`src/rtl/ex_wb_pkg.sv`:
```
// Shared types and constants for the execute-to-writeback stage.
// Entry field widths are tied to the 16-bit ALU and its 3-bit register tags.
package ex_wb_pkg;

    localparam int FLAGS_W      = 4;
    localparam int FLAG_N       = 3;
    localparam int FLAG_Z       = 2;
    localparam int FLAG_C       = 1;
    localparam int FLAG_V       = 0;
    localparam int ENTRY_DATA_W = 16;
    localparam int ENTRY_ADDR_W = 3;

    typedef struct packed {
        logic [ENTRY_DATA_W-1:0] result;
        logic [FLAGS_W-1:0]      flags;
        logic [ENTRY_ADDR_W-1:0] rd;
        logic                    wr_en;
        logic                    set_flags;
    } ex_wb_entry_t;

endpackage

```
`src/rtl/ex_wb_fifo.sv`:
```
// In-order entry buffer: storage, wrapping pointers, occupancy count and flush.
// All slots and a per-slot valid mask are exposed for the forwarding scan.
module ex_wb_fifo
    import ex_wb_pkg::*;
#(
    parameter int DEPTH = 2,
    parameter int PTR_W = $clog2(DEPTH),
    parameter int CNT_W = $clog2(DEPTH + 1)
) (
    input  logic                        clk,
    input  logic                        rst_n,
    input  logic                        push_i,
    input  logic                        pop_i,
    input  logic                        flush_i,
    input  ex_wb_entry_t                wdata_i,
    output ex_wb_entry_t [DEPTH-1:0]    entries_o,
    output logic [DEPTH-1:0]            valid_o,
    output logic [PTR_W-1:0]            rd_ptr_o,
    output logic [CNT_W-1:0]            count_o
);

    ex_wb_entry_t [DEPTH-1:0] mem_q;
    logic [PTR_W-1:0]         wr_ptr_q, wr_ptr_d;
    logic [PTR_W-1:0]         rd_ptr_q, rd_ptr_d;
    logic [CNT_W-1:0]         count_q, count_d;
    logic [PTR_W-1:0]         age;

    always_comb begin
        wr_ptr_d = wr_ptr_q;
        rd_ptr_d = rd_ptr_q;
        count_d  = count_q;
        if (flush_i) begin
            wr_ptr_d = '0;
            rd_ptr_d = '0;
            count_d  = '0;
        end else begin
            // DEPTH is a power of two, so pointer overflow is the modulo wrap.
            if (push_i) wr_ptr_d = wr_ptr_q + PTR_W'(1);
            if (pop_i)  rd_ptr_d = rd_ptr_q + PTR_W'(1);
            case ({push_i, pop_i})
                2'b10:   count_d = count_q + CNT_W'(1);
                2'b01:   count_d = count_q - CNT_W'(1);
                default: count_d = count_q;
            endcase
        end
    end

    always_ff @(posedge clk or negedge rst_n) begin
        if (!rst_n) begin
            wr_ptr_q <= '0;
            rd_ptr_q <= '0;
            count_q  <= '0;
        end else begin
            wr_ptr_q <= wr_ptr_d;
            rd_ptr_q <= rd_ptr_d;
            count_q  <= count_d;
        end
    end

    // Payload needs no reset; a slot is only observed while its valid bit is set.
    always_ff @(posedge clk) begin
        if (push_i) mem_q[wr_ptr_q] <= wdata_i;
    end

    always_comb begin
        age     = '0;
        valid_o = '0;
        for (int i = 0; i < DEPTH; i++) begin
            age        = PTR_W'(i) - rd_ptr_q;
            valid_o[i] = ({1'b0, age} < count_q);
        end
    end

    assign entries_o = mem_q;
    assign rd_ptr_o  = rd_ptr_q;
    assign count_o   = count_q;

endmodule

```
`src/rtl/ex_wb_stage.sv`:
```
// Execute-to-writeback stage: buffers ALU results, commits them to the register
// file, maintains architectural NZCV and forwards in-flight results.
module ex_wb_stage
    import ex_wb_pkg::*;
#(
    parameter int DATA_W = 16,
    parameter int ADDR_W = 3,
    parameter int DEPTH  = 2
) (
    input  logic               clk,
    input  logic               rst_n,
    input  logic               in_valid,
    output logic               in_ready,
    input  logic [DATA_W-1:0]  in_result,
    input  logic [FLAGS_W-1:0] in_flags,
    input  logic [ADDR_W-1:0]  in_rd,
    input  logic               in_wr_en,
    input  logic               in_set_flags,
    input  logic               flush,
    output logic               out_valid,
    input  logic               out_ready,
    output logic [DATA_W-1:0]  out_result,
    output logic [ADDR_W-1:0]  out_rd,
    output logic               out_wr_en,
    output logic [FLAGS_W-1:0] flags_q,
    input  logic [ADDR_W-1:0]  fwd_addr,
    output logic               fwd_hit,
    output logic [DATA_W-1:0]  fwd_data
);

    localparam int PTR_W = $clog2(DEPTH);
    localparam int CNT_W = $clog2(DEPTH + 1);
    localparam logic [CNT_W-1:0] FULL_CNT = CNT_W'(DEPTH);

    ex_wb_entry_t [DEPTH-1:0] entries;
    ex_wb_entry_t             wdata;
    ex_wb_entry_t             head;
    logic [DEPTH-1:0]         valid;
    logic [PTR_W-1:0]         rd_ptr;
    logic [CNT_W-1:0]         count;
    logic [PTR_W-1:0]         slot;
    logic [FLAGS_W-1:0]       flags_d;
    logic                     push;
    logic                     pop;

    // Handshakes decode from the registered count only; a full buffer refuses
    // input even while it is being popped.
    assign in_ready  = (count != FULL_CNT);
    assign out_valid = (count != '0);
    assign push      = in_valid && in_ready;
    assign pop       = out_valid && out_ready;

    assign wdata = '{result: in_result, flags: in_flags, rd: in_rd,
                     wr_en: in_wr_en, set_flags: in_set_flags};

    ex_wb_fifo #(.DEPTH(DEPTH)) u_fifo (
        .clk       (clk),
        .rst_n     (rst_n),
        .push_i    (push),
        .pop_i     (pop),
        .flush_i   (flush),
        .wdata_i   (wdata),
        .entries_o (entries),
        .valid_o   (valid),
        .rd_ptr_o  (rd_ptr),
        .count_o   (count)
    );

    assign head       = entries[rd_ptr];
    assign out_result = head.result;
    assign out_rd     = head.rd;
    assign out_wr_en  = head.wr_en;

    // A flushed commit never reaches the architectural flags.
    always_comb begin
        flags_d = flags_q;
        if (pop && !flush && head.set_flags) begin
            flags_d[FLAG_N] = head.flags[FLAG_N];
            flags_d[FLAG_Z] = head.flags[FLAG_Z];
            flags_d[FLAG_C] = head.flags[FLAG_C];
            flags_d[FLAG_V] = head.flags[FLAG_V];
        end
    end

    always_ff @(posedge clk or negedge rst_n) begin
        if (!rst_n) flags_q <= '0;
        else        flags_q <= flags_d;
    end

    // Scan oldest to youngest so the last match (youngest) wins.
    always_comb begin
        fwd_hit  = 1'b0;
        fwd_data = '0;
        slot     = '0;
        for (int a = 0; a < DEPTH; a++) begin
            slot = rd_ptr + PTR_W'(a);
            if (valid[slot] && entries[slot].wr_en && entries[slot].rd == fwd_addr) begin
                fwd_hit  = 1'b1;
                fwd_data = entries[slot].result;
            end
        end
    end

endmodule

```
`config.mk`:
```
export PLATFORM = sky130hd
export DESIGN_NAME = ex_wb_stage
export DESIGN_NICKNAME = d
export VERILOG_FILES = /design/src/rtl/ex_wb_pkg.sv /design/src/rtl/ex_wb_fifo.sv /design/src/rtl/ex_wb_stage.sv
export SDC_FILE = /design/constraint.sdc
export NUM_CORES = 1
export LEC_CHECK = 0
export BUFFER_PORTS_ARGS = -buffer_cell sky130_fd_sc_hd__buf_4
export CAP_MARGIN = 25
export CELL_PAD_IN_SITES_DETAIL_PLACEMENT = 1
export CELL_PAD_IN_SITES_GLOBAL_PLACEMENT = 1
export CORE_MARGIN = 8
export CORE_UTILIZATION = 42
export DETAILED_ROUTE_END_ITERATION = 8
export GPL_TIMING_DRIVEN = 0
export PLACE_DENSITY_LB_ADDON = 0.1
export SETUP_SLACK_MARGIN = 0.4
export SLEW_MARGIN = 20
export SYNTH_ARGS = -nofsm -noshare
export SYNTH_HDL_FRONTEND = slang
export SYNTH_HIERARCHICAL = 1
export SYNTH_SLANG_ARGS = --single-unit
```
`constraint.sdc`:
```
create_clock -name clk -period 3.4 [get_ports clk]
set_clock_uncertainty 0.1 [all_clocks]
set_input_delay 0.17 -clock clk [delete_from_list [all_inputs] [get_ports clk]]
set_output_delay 0.17 -clock clk [all_outputs]
set_load 0.05 [all_outputs]
```
==> out/summary.txt, run 1 <==
Synth Area per Inst = 12.15 µm²
Number of DRC violations after detailed-routing iteration 0 = 78
Post-placement worst setup slack = 0.6299 ns
Overall Global Routing Usage = 17.61%
Highest fanout seen on the critical path = 10
Predominant post-synthesis flop cell = edfxtp_1
FF-to-FF End = u_fifo/entries_o[37]
Leak = 1.662 nW
Starting density of the core = 42.62%
Number of buffers on the longest clock path = 2
DR WL/cell = 17.83 µm
Most used standard cell by instance count after synthesis = edfxtp_1
Number of enable-type register cells in the synthesized netlist = 50
Clock tree from TritonCTS = built
Highest clock rate = 345.8 MHz
Slowest cell delay on critical path = 0.41 ns
Path type of the worst setup path = reg2out
RSZ-0062 raised after global routing = false
Biggest area contributors in the synthesized netlist = edfxtp_1 50%, dfrtp_1 6.6%, mux2_2 6.3%
Number of global-route vias before repair = 2764
Cell types with the highest counts after synthesis = 50 x edfxtp_1, 33 x nand3_1, 20 x buf_4
Post-DP HPWL = 5796 µm
Crit path from = u_fifo/rd_ptr_o
Final Util = 60.67%
Startpoint type of the worst setup path = flip-flop
NumNets Final = 399
Later-pin clock latency in the skew report = 0.34 ns
Top-area cell type share of the netlist area = 49.63%
Worst r2r path cells = 3
Register bit count reported by yosys = 58
Global-route wire length before repair = 13770 µm
Cell taking the most area after synthesis = edfxtp_1
Post-Synthesis Net Count = 282
Class of the most critical hold timing path = in2async
Async S/R FF share, synth = 13.79%
Headroom to the max-slew limit = 43.20%
Sort of element at the end of the critical path = primary output
Critical Path RT = 3.13 ns
Reg-to-reg critical path startpoint = u_fifo/count_o[0]
Synth Area in Adders = 0%
# rows = 31
Register area share after synthesis = 56.24%
Worst path slowest cell = dfrtp_1
Layout cells sized above 1 = 42.59%
Combinational family with the most area after synthesis = simple AND/OR/NAND/NOR gates
Power density over the cells = 723.8 mW/mm²
Setup crit end = fwd_data[10]
Setup Viol. Count Final = 0
Fill cell total of the finished layout = 760
Y dimension of the die = 100.9 µm
Root cell of the clock tree = clkbuf_8
Placeable core area = 0.007098 mm²
Register clock-pin slew on the reported worst setup and hold paths = 0.07 ns
Largest net degree at the start of global routing = 26
Average vias per placed instance = 5.162
Synthesized-area fraction occupied by ao, oa, aoi and oai cells = 8.478%
Final hold vios = 0
Simple-gate share of the synthesized area = 13.81%
Die outline width = 100.9 µm
Synthesized instance count = 249
Count of port buffers added during placement = 75
Post-synthesis share of cell area spent on xor and xnor gates = 2.854%
Post-synthesis instance area = 0.003025 mm²
Yosys warns = 6
Number of buffers created by CTS = 9
Worst setup margin = 0.5083 ns
Maximum level of the CTS H-tree = 3
Gp weighted congestion = 0.7415
Top cell by count, worst path = buf_4
Number of top-level pins = 76
Crit path cell chain = buf_6, mux2_4, xor2_2, nor4b_4, buf_4, buf_4, nand3_1, a32oi_2, buf_4
Time the final worst path needs with I/O delays and setup = 2.892 ns
Total detailed-routing wirelength = 8380 µm
Vias = 2426
Worst IR drop on VDD = 0.4390 mV
Ratio of final minimum period to clock period = 85.05%
Minimum setup slack among reg-to-reg paths = 1.36 ns
Transition time at the pin with the least slew margin = 0.8501 ns
Antenna violations before repair = 0
Total grt overflow = 0
Area grow syn2layout = 42.35%
DR pass1 iterations = 4
DRC violations left = 0
# clock sinks = 58
Final max-slew violation count = 0
Setup_tns = 0 ns
Post-synth cell types = 35
Endpoint arrival time on the critical path = 2.62 ns
Final antenna-violating net count = 0
Maxcap violations = 0
Fraction of synthesized area in multiplexers = 10.46%
Outcome = complete, no violations
N_diodes = 0
Die area = 0.01017 mm²
## cell type report
cell class,count,area [µm²],area share [%]
clock inverter,7,101.3,2.353
clock buffer,9,123.9,2.876
sequential,58,1702,39.51
buffer,36,252.7,5.869
tap,99,123.9,2.876
timing repair buffer,106,883.3,20.51
multi-input combinational,153,1112,25.83
inverter,2,7.507,0.1743
## metal layers
| metal | vias up | part of all wire (%) | GRT usage, % |
|---|---|---|---|
| li1 | 1152 | - | - |
| met1 | 1204 | 41 | 19.65 |
| met2 | 62 | 52 | 30.92 |
| met3 | 8 | 5.9 | 5.249 |
| met4 | 0 | 0.99 | 6.163 |
| met5 | - | 0 | 0 |
## registers in the layout, indices dropped and copies added (netlist names)
register	flops
u_fifo/rd_ptr_o	1
u_fifo/count_o	2
u_fifo/wr_ptr_q	1
u_fifo/entries_o	50
flags_q	4
## logic make-up after synthesis
kind of cell	after synthesis
multiplexers	28
AO/OA/AOI/OAI	39
XOR/XNOR	9
buffers and inverters	38
flip-flops	58
AND/OR/NAND/NOR	77
## critical path: cells and delay by family, from the launching register on
kind	cells	cell delay, ns
muxes	1	0.33
and+or+nand+nor	2	0.38
AOI/OAI and AO/OA	1	0.23
buffers and inverters	4	0.78
xor gates and xnor gates	1	0.16
DFF	1	0.41
## how the worst min path moves through the flow
stage           from          to  slack, ns  cells past startpoint
6_report       rst_n  flags_q[2]       0.11                      2
5_1_grt        rst_n  flags_q[2]       0.10                      2
4_1_cts        rst_n  flags_q[2]       0.07                      2
3_5_place_dp   rst_n  flags_q[0]      -0.11                      1
3_3_place_gp   rst_n  flags_q[0]      -0.11                      1
2_1_floorplan  rst_n  flags_q[0]      -0.23                      0
## where the power goes
| part | switching (W) | internal, W | leakage (nW) |
|---|---|---|---|
| logic | 0.000910 | 0.000524 | 0.991 |
| clock network | 0.000304 | 0.000418 | 0.106 |
| registers | 0.0000673 | 0.000893 | 0.565 |
## repair_timing
item / 4_1_cts / 5_1_grt
resized for setup: 3 / 16
endpoints found under the setup margin: 16 / 16
setup buffers: 2 / 1
endpoints found under the hold margin: 62 / 0
hold buffers: 27 / 0
pin swaps: 0 / 4
## placed cells by master, fill, tap and decap left out, types with 4 or more instances in the layout
cell type	count
nand4_1	4
dlygate4sd3_1	27
clkbuf_1	4
a21oi_1	19
clkbuf_8	9
xor2_1	6
a32oi_1	12
nor2_1	7
buf_6	5
buf_2	4
dfrtp_1	8
nand2_1	16
nand3_1	33
mux2_2	17
edfxtp_1	50
mux2i_1	7
buf_4	99
## per-stage QoR
stage                     total power, W  hold slack, ns  instance area [µm²]  instances
final                           0.003117          0.1144                 4307        470
after global routing            0.003259          0.1021                 4307        470
after CTS                       0.003122         0.06624                 4255        469
after detailed placement        0.002367         -0.1056                 3741        424
after global placement          0.002332         -0.1058                 3712        423
after floorplan                 0.001950         -0.2256                 3025        249
No activity file was read; power rests on OpenSTA's default activity.
==> run 2, diff against run 1 <==
Settings changed: CTS_CLUSTER_DIAMETER from default to 150, PLACE_DENSITY from default to 0.81, PLACE_DENSITY_LB_ADDON 0.1 to default.
==> out/summary.txt, run 2 (synthesis results as in run 1) <==
Hold slack final = 0.1023 ns (was 0.1144 ns)
Starting density of the core = 42.62% (unchanged)
Area grow syn2layout = 40.57% (was 42.35%)
Power Internal = 0.001779 W (was 0.001835 W)
Count of port buffers added during placement = 75 (unchanged)
Final antenna-violating net count = 0 (unchanged)
Power density over the cells = 712.7 mW/mm² (was 723.8 mW/mm²)
Fill cell total of the finished layout = 766 (was 760)
Headroom to the max-slew limit = 45.13% (was 43.20%)
Total grt overflow = 0 (unchanged)
Sort of element at the end of the critical path = primary output (unchanged)
Transition time at the pin with the least slew margin = 0.8212 ns (was 0.8501 ns)
Number of global-route vias before repair = 2737 (was 2764)
# clock sinks = 58 (unchanged)
Later-pin clock latency in the skew report = 0.33 ns (was 0.34 ns)
Layout cells sized above 1 = 41.89% (was 42.59%)
NumNets Final = 398 (was 399)
Total detailed-routing wirelength = 8605 µm (was 8380 µm)
Post-DP HPWL = 5816 µm (was 5796 µm)
Clock tree from TritonCTS = built (unchanged)
Share of total power in the clock network = 21.4% (was 23.2%)
RSZ-0062 raised after global routing = false (unchanged)
Placeable core area = 0.007098 mm² (unchanged)
Flip-flop count of the largest register after layout = 50 (unchanged)
Highest fanout seen on the critical path = 10 (unchanged)
Maximum level of the CTS H-tree = 3 (unchanged)
Most common cell after layout, fill and taps aside = buf_4 (unchanged)
DRC violations left = 0 (unchanged)
Crit path cell chain = buf_6, mux2_4, xor2_2, nor4b_4, buf_4, buf_6, nand3_1, a32oi_1, buf_4 (was buf_6, mux2_4, xor2_2, nor4b_4, buf_4, buf_4, nand3_1, a32oi_2, buf_4)
Number of DRC violations after detailed-routing iteration 0 = 118 (was 78)
FF-to-FF End = u_fifo/entries_o[49] (was u_fifo/entries_o[37])
Number of buffers created by CTS = 9 (unchanged)
Maxcap violations = 0 (unchanged)
Slowest cell delay on critical path = 0.44 ns (was 0.41 ns)
Antenna violations before repair = 0 (unchanged)
Instance area after placement = 0.003741 mm² (unchanged)
Number of top-level pins = 76 (unchanged)
Highest clock rate = 350.7 MHz (was 345.8 MHz)
Final max-slew violation count = 0 (unchanged)
Met2 wire len = 4710 µm (was 4355 µm)
Power share of the sequential group = 31.8% (was 30.8%)
Switching power as a share of total power = 41.30% (was 41.13%)
Worst r2r path cells = 3 (unchanged)
# rows = 31 (unchanged)
Register clock-pin slew on the reported worst setup and hold paths = 0.07 ns (about the same)
Worst path slowest cell = dfrtp_2 (was dfrtp_1)
Critical Path RT = 3.13 ns (about the same)
DR WL/cell = 18.35 µm (was 17.83 µm)
Minimum setup slack among reg-to-reg paths = 1.34 ns (was 1.36 ns)
WL met1 = 3384 µm (was 3448 µm)
Leak = 1.649 nW (was 1.662 nW)
Setup_tns = 0 ns (unchanged)
N_diodes = 0 (unchanged)
Power spent charging and discharging nets = 0.001252 W (was 0.001282 W)
Vias = 2454 (was 2426)
Met3 routed wirelength = 378 µm (was 492 µm)
Endpoint arrival time on the critical path = 2.58 ns (was 2.62 ns)
Ratio of final minimum period to clock period = 83.86% (was 85.05%)
Gp weighted congestion = 0.7399 (was 0.7415)
Reg-to-reg critical path startpoint = u_fifo/count_o[0] (unchanged)
Cell area after layout = 0.004253 mm² (was 0.004307 mm²)
Path type of the worst setup path = reg2out (unchanged)
Final hold vios = 0 (unchanged)
Root cell of the clock tree = clkbuf_8 (unchanged)
Largest net degree at the start of global routing = 26 (unchanged)
Setup Viol. Count Final = 0 (unchanged)
Combinational power share = 46.8% (was 46.0%)
Uppermost layer routed = met4 (unchanged)
Die area = 0.01017 mm² (unchanged)
Worst IR drop on VDD = 0.3861 mV (was 0.4390 mV)
DR pass1 iterations = 4 (unchanged)
Average vias per placed instance = 5.232 (was 5.162)
Class of the most critical hold timing path = in2async (unchanged)
Startpoint type of the worst setup path = flip-flop (unchanged)
Time the final worst path needs with I/O delays and setup = 2.851 ns (was 2.892 ns)
Number of buffers on the longest clock path = 2 (unchanged)
Outcome = complete, no violations (unchanged)
Leading cell types in the layout, fill and taps excluded = 97 x buf_4, 50 x edfxtp_1, 33 x nand3_1 (was 99 x buf_4, 50 x edfxtp_1, 33 x nand3_1)
Overall Global Routing Usage = 17.58% (was 17.61%)
Die outline width = 100.9 µm (unchanged)
Y dimension of the die = 100.9 µm (unchanged)
Global-route wire length before repair = 13650 µm (was 13770 µm)
## run 2: power groups by stage
stage | sequential, W | combinational (W) | clock (W)
2_1_floorplan | 0.00104 | 0.000908 | 0
3_3_place_gp | 0.000970 | 0.00135 | 0
3_5_place_dp | 0.000977 | 0.00139 | 0
4_1_cts | 0.000963 | 0.00142 | 0.000663
5_1_grt | 0.000977 | 0.00150 | 0.000691
6_report | 0.000963 | 0.00142 | 0.000649
## run 2: critical path, delay by kind of cell (launching register included)
family                    cells  cell delay (ns)
and+or+nand+nor               2             0.34
DFF                           1             0.44
AOI/OAI and AO/OA             1             0.25
muxes                         1             0.32
buffers and inverters         4             0.75
xor gates and xnor gates      1             0.16
## run 2: final cells by class
cell class | instances | area, µm² | share of cell area [%]
repair buffers | 105 | 868.3 | 20.42
clock inverters | 5 | 52.55 | 1.236
plain buffers | 36 | 252.7 | 5.943
flip-flops and latches | 58 | 1703 | 40.04
well taps | 99 | 123.9 | 2.913
inverters | 2 | 7.507 | 0.1765
multi-input cells | 153 | 1094 | 25.71
clock buffers | 11 | 151.4 | 3.560
## run 2: routing by layer
layer	track usage, %	up-vias
li1	-	1147
met1	18.81	1234
met2	32.25	61
met3	4.627	12
met4	6.279	0
met5	0	-
## run 2: stage by stage
stage / instances / power (W) / utilization [%] / setup WS, ns
finish: 469 / 0.003031 / 59.92 / 0.5487
global route: 469 / 0.003166 / 59.92 / 0.4023
CTS: 469 / 0.003048 / 59.65 / 0.4161
detailed placement: 424 / 0.002368 / 52.71 / 0.6464
global placement: 423 / 0.002323 / 52.30 / 0.1120
floorplan: 249 / 0.001950 / - / 0.5431
## run 2: what timing repair did
item                                    CTS  global route
endpoints found under the setup margin   16            16
buffers inserted                          2             0
gates resized for setup                   3             9
hold buffers                             27             0
hold endpoints to repair                 62             0
pin swaps                                 0             0
## run 2: worst max path at each step
stage	slack (ns)	startpoint	end	cells after the start
4_1_cts	0.42	u_fifo/rd_ptr_o	fwd_data[8]	10
2_1_floorplan	0.54	u_fifo/count_o[0]	u_fifo/entries_o[0]	3
3_5_place_dp	0.65	u_fifo/rd_ptr_o	fwd_data[8]	9
3_3_place_gp	0.11	u_fifo/count_o[0]	u_fifo/entries_o[13]	3
6_report	0.55	u_fifo/rd_ptr_o	fwd_data[7]	9
5_1_grt	0.40	u_fifo/rd_ptr_o	fwd_data[6]	10
